===== src/rtl/coef_pkg.sv =====
// coef_pkg: shared widths and FSM encoding for the loadable coefficient RAM
package coef_pkg;
   localparam int DATA_W = 64;
   localparam int ADDR_W = 3;
   localparam int BYTE_W = 8;
   localparam int BYTES_PER_WORD = DATA_W / BYTE_W;
   typedef enum logic [1:0] {ST_IDLE, ST_LOAD, ST_WRITE, ST_DONE} state_t;
endpackage


===== src/rtl/coef_byte_pack.sv =====
// coef_byte_pack: MSB-first byte-to-word shift register with byte counter
module coef_byte_pack
   import coef_pkg::*;
#(
   parameter int DATA_W = coef_pkg::DATA_W,
   parameter int BYTE_W = coef_pkg::BYTE_W
) (
   input  logic              clk,
   input  logic              rst_n,
   input  logic [BYTE_W-1:0] din,
   input  logic              accept,
   output logic [DATA_W-1:0] word,
   output logic              word_full
);
   localparam int NB = DATA_W / BYTE_W;
   localparam int CNT_W = $clog2(NB);
   logic [CNT_W-1:0] byte_cnt;
   assign word_full = accept && byte_cnt == CNT_W'(NB - 1);
   // counter wraps to 0 on the byte that completes the word
   always_ff @(posedge clk or negedge rst_n)
      if (!rst_n) begin
         byte_cnt <= '0;
         word <= '0;
      end else if (accept) begin
         byte_cnt <= byte_cnt + CNT_W'(1);
         word <= {word[DATA_W-BYTE_W-1:0], din};
      end
endmodule


===== src/rtl/coef_ram_wr.sv =====
// coef_ram_wr: 8x64 coefficient RAM loaded from a byte stream, two registered read ports
module coef_ram_wr
   import coef_pkg::*;
#(
   parameter int DATA_W = coef_pkg::DATA_W,
   parameter int ADDR_W = coef_pkg::ADDR_W,
   parameter int BYTE_W = coef_pkg::BYTE_W
) (
   input  logic              clk,
   input  logic              rst_n,
   input  logic              load_start,
   input  logic [BYTE_W-1:0] din,
   input  logic              din_valid,
   output logic              din_ready,
   output logic              load_busy,
   output logic              load_done,
   input  logic [ADDR_W-1:0] addr1,
   input  logic [ADDR_W-1:0] addr2,
   output logic [DATA_W-1:0] dout1,
   output logic [DATA_W-1:0] dout2
);
   state_t state;
   logic [ADDR_W-1:0] word_cnt;
   logic [DATA_W-1:0] word;
   logic word_full;
   logic [DATA_W-1:0] mem [2**ADDR_W];

   coef_byte_pack #(.DATA_W(DATA_W), .BYTE_W(BYTE_W)) u_pack (
      .clk(clk),
      .rst_n(rst_n),
      .din(din),
      .accept(din_valid && din_ready),
      .word(word),
      .word_full(word_full)
   );

   // outputs are registered alongside the next state
   always_ff @(posedge clk or negedge rst_n)
      if (!rst_n) begin
         state <= ST_IDLE;
         word_cnt <= '0;
         din_ready <= 1'b0;
         load_busy <= 1'b0;
         load_done <= 1'b0;
      end else
         case (state)
            ST_IDLE:
               if (load_start) begin
                  state <= ST_LOAD;
                  din_ready <= 1'b1;
                  load_busy <= 1'b1;
               end
            ST_LOAD:
               if (word_full) begin
                  state <= ST_WRITE;
                  din_ready <= 1'b0;
               end
            ST_WRITE: begin
               word_cnt <= word_cnt + ADDR_W'(1);
               if (&word_cnt) begin
                  state <= ST_DONE;
                  load_busy <= 1'b0;
                  load_done <= 1'b1;
               end else begin
                  state <= ST_LOAD;
                  din_ready <= 1'b1;
               end
            end
            default: begin
               state <= ST_IDLE;
               load_done <= 1'b0;
            end
         endcase

   // reads sample mem before the same-edge write lands, giving old-data semantics
   always_ff @(posedge clk or negedge rst_n)
      if (!rst_n) begin
         mem <= '{default: '0};
         dout1 <= '0;
         dout2 <= '0;
      end else begin
         if (state == ST_WRITE) mem[word_cnt] <= word;
         dout1 <= mem[addr1];
         dout2 <= mem[addr2];
      end
endmodule


===== config.mk =====
export PLATFORM = sky130hd
export DESIGN_NAME = coef_ram_wr
export DESIGN_NICKNAME = d
export VERILOG_FILES = /design/src/rtl/coef_pkg.sv /design/src/rtl/coef_byte_pack.sv /design/src/rtl/coef_ram_wr.sv
export SDC_FILE = /design/constraint.sdc
export NUM_CORES = 1
export LEC_CHECK = 0
export CORE_MARGIN = 3
export CORE_UTILIZATION = 55
export CTS_CLUSTER_SIZE = 28
export DETAILED_ROUTE_END_ITERATION = 12
export PLACE_DENSITY = 0.76
export SYNTH_ARGS = -nofsm -noshare
export SYNTH_HDL_FRONTEND = slang
export SYNTH_SLANG_ARGS = --single-unit

===== constraint.sdc =====
create_clock -name clk -period 1.63 [get_ports clk]
set_input_delay 0.4075 -clock clk [delete_from_list [all_inputs] [get_ports clk]]
set_output_delay 0.4075 -clock clk [all_outputs]
set_load 0.005 [all_outputs]

==> impl_metrics.env, run 1 <==
export IMPL_cts_tree="done"
export IMPL_drtAntennaViolNets=0
export IMPL_antenna_found_initial=2
export IMPL_fmax_mhz=534.6
export IMPL_setup_ws_ns=-0.2407
export IMPL_p_per_area_nw_per_um2=917.7
export IMPL_final_layout_size_suffix_gt1_share_pct=61.70
export IMPL_die_w_um=255.4
export IMPL_min_period_ns=1.871
export IMPL_rows=90
export IMPL_peakVddDrop_v=0.0008577
export IMPL_synth_avg_cell_area_um2=17.97
export IMPL_critPathArrivalTime_ns=2.36
export IMPL_htree_levels=3
export IMPL_numCtsBuffers=76
export IMPL_rsz0062_at_grt="yes"
export IMPL_critPathKind="reg -> reg"
export IMPL_place_detailed_hpwl_um=51650
export IMPL_violations="negative setup slack"
export IMPL_syn_instance_count=1904
export IMPL_io_pins=149
export IMPL_startpoint_type="register"
export IMPL_crit_chain="buf_6 > nand3b_4 > buf_6 > nor2_4 > buf_12 > clkbuf_16 > mux2_4"
export IMPL_die_h_um=255.4
export IMPL_wl_met2_um=40530
export IMPL_clk_pin_slew_ns=0.06
export IMPL_fin_skew_ns=0.02440
export IMPL_synth_top_cell_area_share_pct=52.29
export IMPL_grt_pass1_vias=20810
export IMPL_crit_top_cell="buf_6"
export IMPL_worstHoldPathType="in -> async"
export IMPL_async_flop_share_pct=100.0
export IMPL_die_area_um2=65250
export IMPL_synth_top_area_cell="dfrtp_1"
export IMPL_clk_latency_ns=0.61
export IMPL_yosysWarnings=0
export IMPL_ys_ff_latch=715
export IMPL_grt_pass1_wl_um=128400
export IMPL_worst_path_max_fanout=7
export IMPL_p_total_w=0.03786
export IMPL_yosys_top_cells_count="dfrtp_1, mux2_2, mux4_2"
export IMPL_p_leak_nw=19.96
export IMPL_cts_buffer_depth=3
export IMPL_synth_seq_area_share_pct=52.29
export IMPL_cts_sinks=715
export IMPL_drc=0
export IMPL_critPathMaxStageDelay_ns=0.41
export IMPL_ff2ff_path_depth=7
export IMPL_antenna_cells=0
export IMPL_synthFlopType="dfrtp_1"
export IMPL_gp_congestion=0.8092
export IMPL_drtPass1Iterations=6
export IMPL_synth_fp_nets=1926
export IMPL_first_iter_violations=1248
export IMPL_synth_cell_type_count=35
export IMPL_area_growth_pct=20.57
export IMPL_tightestPinTransition_ns=0.5829
export IMPL_grt_ovfl_total=0
export IMPL_initial_core_util_pct=56.17
export IMPL_portBuffers=148
export IMPL_r2r_setup_slack_ns=-0.24
export IMPL_endpoint_kind="register"
export IMPL_wl_met1_um=36080
export IMPL_highest_layer="met4"
export IMPL_status="finished, violations left"
export IMPL_synthTopCellsByArea="dfrtp_1, mux4_2, mux2_2"
export IMPL_path_buf_inv=4
export IMPL_gr_usage_all_layers_pct=25.46
export IMPL_crit_slowest_cell="dfrtp_1"
export IMPL_post_route_util_pct=67.72
export IMPL_fin_crit_sh_pct=114.8
export IMPL_met3_length_um=4463
export IMPL_cts_root_buf="clkbuf_16"
export IMPL_netlist_area_um2=34220
export IMPL_vias=18670
export IMPL_rr_endpoint="mem[25]"
export IMPL_vias_per_cell=6.155
export IMPL_drv_slew=0
export IMPL_setup_viol=425
export IMPL_synth_edf_count=0
export IMPL_rr_startpoint="state[0]"
export IMPL_slew_headroom_pct=61.14
export IMPL_hold_viol=0
export IMPL_grt_max_degree=106
export IMPL_fin_nets=2167
export IMPL_path_delay_family="buffers and inverters"
export IMPL_cp_required_ns=2.12
export IMPL_fillCellCount=3854
export IMPL_yosysMostFrequentCell="dfrtp_1"
export IMPL_postRouteWirelength_um=83000
export IMPL_drv_cap=0
export IMPL_fp_coreArea_um2=60920
export IMPL_routedWlPerCell_um=27.36
==> state kept, by name, indices dropped and copies added, names as in the netlist <==
name and cells:
word_cnt 3, dout1 64, state 2, u_pack.word 64, din_ready 1, dout2 64, load_done 1, u_pack.byte_cnt 3
load_busy 1, mem 512
==> through the flow <==
step	instance area (µm²)	setup TNS, ns	hold slack (ns)	std cells	worst slack [ns]
2_1_floorplan	34240	-1.322	0.1119	1904	-0.01362
3_3_place_gp	38010	-58.27	0.2694	2870	-0.2256
3_5_place_dp	38010	-73.18	0.2748	2870	-0.2218
4_1_cts	40770	-58.11	0.2025	3023	-0.2216
5_1_grt	41260	-80.41	0.2475	3034	-0.2846
6_report	41260	-62.44	0.2352	3034	-0.2407
==> what timing repair did <==
action,CTS,global route
setup endpoints to repair,563,468
cloned,5,8
hold buffers,1,0
endpoints found under the hold margin,134,0
pin swaps,3,1
buffers inserted,8,4
gates resized for setup,460,71
==> routing by layer <==
metal	up-vias	global-route usage, %
met5	-	0
met4	0	7.455
met3	123	4.120
met2	535	41.21
met1	10300	36.09
li1	7712	-
==> worst reg2reg max path, cell delays in order (launching register included) <==
cell       delay [ns]
dfrtp_1          0.41
buf_6            0.13
nand3b_4         0.18
buf_6            0.14
nor2_4           0.15
buf_12           0.20
clkbuf_16        0.21
mux2_4           0.32
==> area by class of cell <==
type                       instances  area (µm²)  share of cell area [%]
tap                              828        1036                   2.511
clock inverter                    30       325.3                  0.7885
clock buffer                     109        2228                   5.401
sequential                       715       17900                   43.38
inverter                           2       7.507                 0.01820
timing repair buffer             351        4289                   10.40
multi-input combinational        999       15470                   37.51
==> how the worst max path moves through the flow <==
stage | start | end | slack [ns] | depth (start not counted)
after floorplan | state[0] | mem[131] | -0.01 | 6
after global placement | addr1[0] | dout1[16] | -0.23 | 5
after detailed placement | addr1[0] | dout1[19] | -0.22 | 5
after CTS | word_cnt[0] | mem[81] | -0.22 | 6
after global routing | state[0] | mem[317] | -0.28 | 6
final | state[0] | mem[25] | -0.24 | 7
==> where the power goes <==
part | internal, W | switching (W)
logic | 0.000840 | 0.000973
registers | 0.0179 | 0.000530
clock network | 0.0104 | 0.00723
total | 0.0291 | 0.00873
==> cell families (layout without fill, tap and decap cells) <==
logic type	after synthesis	in the layout	synth area share, %
AO/OA/AOI/OAI	11	11	0.1865
flip-flops	715	715	52.29
adder cells (fa/ha/maj)	4	4	0.1463
multiplexers	964	964	42.87
buffers and inverters	190	492	4.022
AND/OR/NAND/NOR	18	18	0.4424
XOR/XNOR	2	2	0.05120
==> cell usage in the layout, fill, tap and decap left out, types with 7 or more instances in the layout <==
master / synthesis / layout
mux2_2: 439 / 338
buf_12: 12 / 99
buf_2: 14 / 60
clkbuf_16: 0 / 86
mux2_4: 240 / 367
clkbuf_1: 19 / 15
mux4_1: 8 / 8
clkdlybuf4s50_1: 0 / 10
dfrtp_1: 715 / 711
clkdlybuf4s15_1: 0 / 70
clkinv_2: 0 / 13
clkbuf_8: 0 / 16
mux4_2: 248 / 248
buf_8: 0 / 7
buf_4: 9 / 80
buf_6: 55 / 9
(Power assumes the default switching activity.)
==> run 2: changes to the inputs <==
- CELL_PAD_IN_SITES_DETAIL_PLACEMENT: default -> 0
- CELL_PAD_IN_SITES_GLOBAL_PLACEMENT: default -> 1
- CORE_UTILIZATION: 55 -> 48
- PLACE_DENSITY: 0.76 -> default
- PLACE_DENSITY_LB_ADDON: default -> 0.1
==> run 2 against run 1 <==
Against the previous run:
- the flow still finishes with violations (negative setup slack)
- clock power up 7%
- global-route usage down 1.8 points
- critical path depth down 1
- combinational power about the same
- highest routed layer unchanged
==> impl_metrics.env, run 2 (synthesis results as in run 1) <==
export IMPL_fin_nets=2197
export IMPL_grt_pass1_vias=20280
export IMPL_finalNonFillerCells=3172
export IMPL_die_h_um=273.0
export IMPL_largest_reg_flops=512
export IMPL_clk_pin_slew_ns=0.06
export IMPL_path_buf_inv=3
export IMPL_final_layout_size_suffix_gt1_share_pct=62.98
export IMPL_crit_slowest_cell="dfrtp_2"
export IMPL_postRouteWirelength_um=88630
export IMPL_drc=0
export IMPL_tightestPinTransition_ns=0.5277
export IMPL_portBuffers=148
export IMPL_gp_congestion=0.7749
export IMPL_first_iter_violations=1083
export IMPL_area_growth_pct=21.62
export IMPL_regMostFlops="mem"
export IMPL_path_delay_family="buffers and inverters"
export IMPL_drtAntennaViolNets=0
export IMPL_startpoint_type="register"
export IMPL_drv_cap=0
export IMPL_drv_slew=0
export IMPL_drtPass1Iterations=5
export IMPL_worstHoldPathType="in -> async"
export IMPL_placedCellCount=2981
export IMPL_rr_startpoint="word_cnt[0]"
export IMPL_cts_sinks=715
export IMPL_cts_root_buf="clkbuf_16"
export IMPL_setup_tns_ns=-58.90
export IMPL_slew_headroom_pct=64.82
export IMPL_grt_max_degree=71
export IMPL_p_leak_nw=20.29
export IMPL_p_per_area_nw_per_um2=937.9
export IMPL_clk_latency_ns=0.62
export IMPL_die_area_um2=74530
export IMPL_initial_core_util_pct=48.70
export IMPL_vias=18560
export IMPL_peakVddDrop_v=0.0008729
export IMPL_grt_ovfl_total=0
export IMPL_die_w_um=273.0
export IMPL_fillCellCount=5202
export IMPL_cts_tree="done"
export IMPL_vias_per_cell=5.852
export IMPL_min_period_ns=1.859
export IMPL_gr_usage_all_layers_pct=23.67
export IMPL_io_pins=149
export IMPL_critPathArrivalTime_ns=2.36
export IMPL_worst_path_max_fanout=8
export IMPL_grt_pass1_wl_um=132100
export IMPL_cts_buffer_depth=3
export IMPL_routedWlPerCell_um=27.94
export IMPL_setup_viol=496
export IMPL_place_ws_ns=-0.2637
export IMPL_violations="negative setup slack"
export IMPL_setup_ws_ns=-0.2288
export IMPL_fin_crit_sh_pct=114.0
export IMPL_endpoint_kind="register"
export IMPL_critPathKind="reg -> reg"
export IMPL_cp_startpoint="word_cnt[0]"
export IMPL_htree_levels=3
export IMPL_layout_commonest_cell="dfrtp_1"
export IMPL_hold_viol=0
export IMPL_numCtsBuffers=80
export IMPL_place_detailed_hpwl_um=53560
export IMPL_status="finished, violations left"
export IMPL_mostFrequentLayoutCells="dfrtp_1, mux2_2, mux2_4, mux4_2, buf_12"
export IMPL_crit_chain="buf_4 > nand3b_4 > nor3b_4 > buf_12 > clkbuf_16 > mux2_2"
export IMPL_fmax_mhz=538.0
export IMPL_rows=97
export IMPL_critPathMaxStageDelay_ns=0.40
export IMPL_antenna_found_initial=0
export IMPL_cp_required_ns=2.13
export IMPL_fin_skew_ns=0.01402
export IMPL_rsz0062_at_grt="yes"
export IMPL_fp_coreArea_um2=70270
[run 2: final timing paths]
path                                      end  slack [ns]  depth (start not counted)
max                                  mem[286]       -0.23                          6
min                                 dout1[43]        0.25                          2
max reg2reg                          mem[286]       -0.23                          6
min reg2reg                u_pack.byte_cnt[0]        0.50                          1
max in group asynchronous           dout2[60]        0.56                          4
min in group clk                    dout2[35]        0.33                          3
[run 2: stage by stage]
step                util, %  instance area [µm²]  total power, W  hold WS, ns
floorplan                 -                34240         0.01947       0.1119
global placement      54.20                38090         0.02058       0.3053
detailed placement    54.20                38090         0.02062       0.3037
CTS                   58.52                41130         0.03950       0.2405
global route          59.22                41620         0.04041       0.2565
finish                59.23                41620         0.03903       0.2547
[run 2: per-layer routing]
metal / vias up / wire (µm) / global-route usage, %
met2: 429 / 42470 / 37.56
met3: 111 / 3779 / 3.486
li1: 7800 / - / -
met1: 10220 / 40530 / 34.47
met4: 0 / 1845 / 6.362
met5: - / 0 / 0
[run 2: final cells by class]
class | instances | area (µm²) | area share [%]
Tap cell | 940 | 1176 | 2.826
Sequential cell | 715 | 17900 | 43.00
Inverter | 2 | 7.507 | 0.01804
Timing Repair Buffer | 377 | 4711 | 11.32
Clock buffer | 110 | 2328 | 5.595
Antenna cell | 1 | 2.502 | 0.006013
Clock inverter | 28 | 396.6 | 0.9530
Multi-Input combinational cell | 999 | 15100 | 36.29
[run 2: what timing repair did]
action,4_1_cts,5_1_grt
hold buffers,1,0
resized for setup,501,36
setup buffers,22,9
cloned,13,18
hold endpoints to repair,137,0
setup endpoints to repair,565,514
pin swaps,3,3
[run 2: where the power goes]
group	internal (W)	switching [W]
Clock	0.0114	0.00736
Combinational	0.000811	0.000991
Sequential	0.0179	0.000543
==> run 3: changes to the inputs <==
- CTS_BUF_LIST: default -> sky130_fd_sc_hd__clkbuf_16
- SETUP_SLACK_MARGIN: default -> 0.05
==> run 3 against run 2 <==
Against the previous run:
- the run still ends with negative setup slack left
- via count up 0.27%
- critical path type unchanged
- clock skew up 0.0072 ns
- maximum frequency up 2.0%
- worst hold slack worse by 0.0047 ns
- first-iteration DRC count up 13%
- highest routed layer unchanged
- wire length up 0.87%
- count of clock-buffer cells in the layout down 25
- non-clock buffer count down 15
- setup slack better by 0.037 ns
- final cell count down 0.35%
- register-to-register slack better by 0.04 ns
- sequential share of layout area up 0.085 points
- largest power group is now sequential cells
==> impl_metrics.env, run 3 (synthesis results as in run 1) <==
export IMPL_status="finished, violations left"
export IMPL_violations="negative setup slack"
export IMPL_cts_buffer_depth=3
export IMPL_critPathMaxStageDelay_ns=0.41
export IMPL_area_growth_pct=21.39
export IMPL_rsz0062_at_grt="yes"
export IMPL_min_from="addr2[1]"
export IMPL_worstHoldPathType="in -> reg"
export IMPL_min_period_ns=1.822
export IMPL_hold_viol=0
export IMPL_first_iter_violations=1220
export IMPL_postPlaceCellArea_um2=37820
export IMPL_gp_congestion=0.7646
export IMPL_cts_tree="done"
export IMPL_worst_path_max_fanout=8
export IMPL_routedWlPerCell_um=28.28
export IMPL_grt_ovfl_total=0
export IMPL_crit_slowest_cell="dfrtp_2"
export IMPL_tightestPinTransition_ns=0.5390
export IMPL_peakVddDrop_v=0.0007232
export IMPL_p_sw_w=0.008808
export IMPL_seqCellArea_um2=17900
export IMPL_place_detailed_hpwl_um=52850
export IMPL_crit_chain="buf_6 > nand3b_4 > nor3b_4 > buf_12 > clkbuf_16 > mux2_4"
export IMPL_path_delay_family="buffers and inverters"
export IMPL_initial_core_util_pct=48.70
export IMPL_hold_slack_ns=0.2500
export IMPL_rr_startpoint="word_cnt[0]"
export IMPL_clk_latency_ns=0.62
export IMPL_startpoint_type="register"
export IMPL_drtAntennaViolNets=0
export IMPL_grt_pass1_wl_um=132900
export IMPL_fin_nets=2183
export IMPL_final_layout_size_suffix_gt1_share_pct=64.16
export IMPL_cts_root_buf="clkbuf_16"
export IMPL_die_h_um=273.0
export IMPL_fin_crit_sh_pct=111.8
export IMPL_endpoint_kind="register"
export IMPL_seq_power_share_pct=48.2
export IMPL_cts_sinks=715
export IMPL_cp_startpoint="word_cnt[0]"
export IMPL_portBuffers=148
export IMPL_antenna_found_initial=3
export IMPL_fillCellCount=5213
export IMPL_grt_pass1_vias=20270
export IMPL_mostFrequentLayoutCells="dfrtp_1, mux2_4, mux2_2, mux4_2, buf_2"
export IMPL_layout_commonest_cell="dfrtp_1"
export IMPL_critPathKind="reg -> reg"
export IMPL_die_area_um2=74530
export IMPL_cp_required_ns=2.12
export IMPL_multiInputGateArea_um2=15510
export IMPL_post_route_util_pct=59.12
export IMPL_io_pins=149
export IMPL_numCtsBuffers=81
export IMPL_p_leak_nw=20.32
export IMPL_drc=0
export IMPL_clk_pin_slew_ns=0.06
export IMPL_slew_headroom_pct=64.07
export IMPL_p_clk_share_pct=47.1
export IMPL_htree_levels=3
export IMPL_fmax_mhz=549.0
export IMPL_critPathArrivalTime_ns=2.31
export IMPL_gr_usage_all_layers_pct=23.75
export IMPL_setup_ws_ns=-0.1915
export IMPL_fp_coreArea_um2=70270
export IMPL_p_int_w=0.02951
export IMPL_fin_skew_ns=0.02123
export IMPL_drv_cap=0
export IMPL_drv_slew=0
export IMPL_drtPass1Iterations=5
export IMPL_rows=97
export IMPL_regMostFlops="mem"
export IMPL_p_per_area_nw_per_um2=922.4
export IMPL_vias=18620
export IMPL_postRouteWirelength_um=89400
export IMPL_die_w_um=273.0
export IMPL_setup_viol=381
export IMPL_largest_reg_flops=512
export IMPL_switching_share_pct=22.99
export IMPL_path_buf_inv=3
export IMPL_antenna_cells=0
export IMPL_grt_max_degree=66
export IMPL_vias_per_cell=5.889
export IMPL_combPwrFrac_pct=4.6
export IMPL_fin_area_um2=41540
-- run 3: layout make-up --
type / instances / share of cell area, %
sequential: 715 / 43.08
clock inverter: 58 / 1.148
timing repair buffer: 362 / 10.46
clock buffer: 85 / 5.120
inverter: 2 / 0.01807
multi-input combinational: 999 / 37.34
tap: 940 / 2.831
-- run 3: worst paths after layout --
check                                     endpoint  slack [ns]  cells after the start
worst max-delay path                      mem[158]       -0.19                      6
worst min-delay path                     dout2[23]        0.25                      2
worst max register to register            mem[158]       -0.19                      6
worst min register to register  u_pack.byte_cnt[0]        0.49                      1
max in group asynchronous                 dout1[5]        0.56                      4
min in group asynchronous                dout2[46]        0.28                      2
-- run 3: timing repair --
item | in CTS | in global routing
hold buffers | 1 | 0
buffers inserted | 18 | 13
gates cloned | 17 | 17
setup endpoints to repair | 624 | 534
gates resized for setup | 602 | 128
endpoints found under the hold margin | 167 | 0
pin swaps | 4 | 7
-- run 3: power groups by stage --
| stage | logic [W] | registers, W | clock network [W] |
|---|---|---|---|
| floorplan | 0.00125 | 0.0183 | 0 |
| global placement | 0.00180 | 0.0188 | 0 |
| detailed placement | 0.00182 | 0.0188 | 0 |
| CTS | 0.00183 | 0.0185 | 0.0185 |
| global route | 0.00194 | 0.0185 | 0.0193 |
| finish | 0.00178 | 0.0185 | 0.0181 |
-- run 3: routing by layer --
layer	GRT usage (%)	up-vias	wire, µm
li1	-	7747	-
met1	34.52	10270	40310
met2	37.99	479	42630
met3	3.872	123	4788
met4	5.323	0	1679
met5	0	-	0
-- run 3: stage by stage --
step | setup slack (ns) | std cells | total power, W | setup TNS [ns]
after floorplan | -0.01362 | 1904 | 0.01956 | -1.523
after global placement | -0.2794 | 2961 | 0.02057 | -55.30
after detailed placement | -0.2678 | 2961 | 0.02060 | -61.76
after CTS | -0.1404 | 3140 | 0.03884 | -24.02
after global routing | -0.2252 | 3161 | 0.03976 | -59.86
final | -0.1915 | 3161 | 0.03832 | -43.13
-- run 3: worst reg2reg max path, cell delays in order (launching register included) --
cell	delay, ns
dfrtp_2	0.41
buf_6	0.12
nand3b_4	0.12
nor3b_4	0.30
buf_12	0.23
clkbuf_16	0.23
mux2_4	0.30
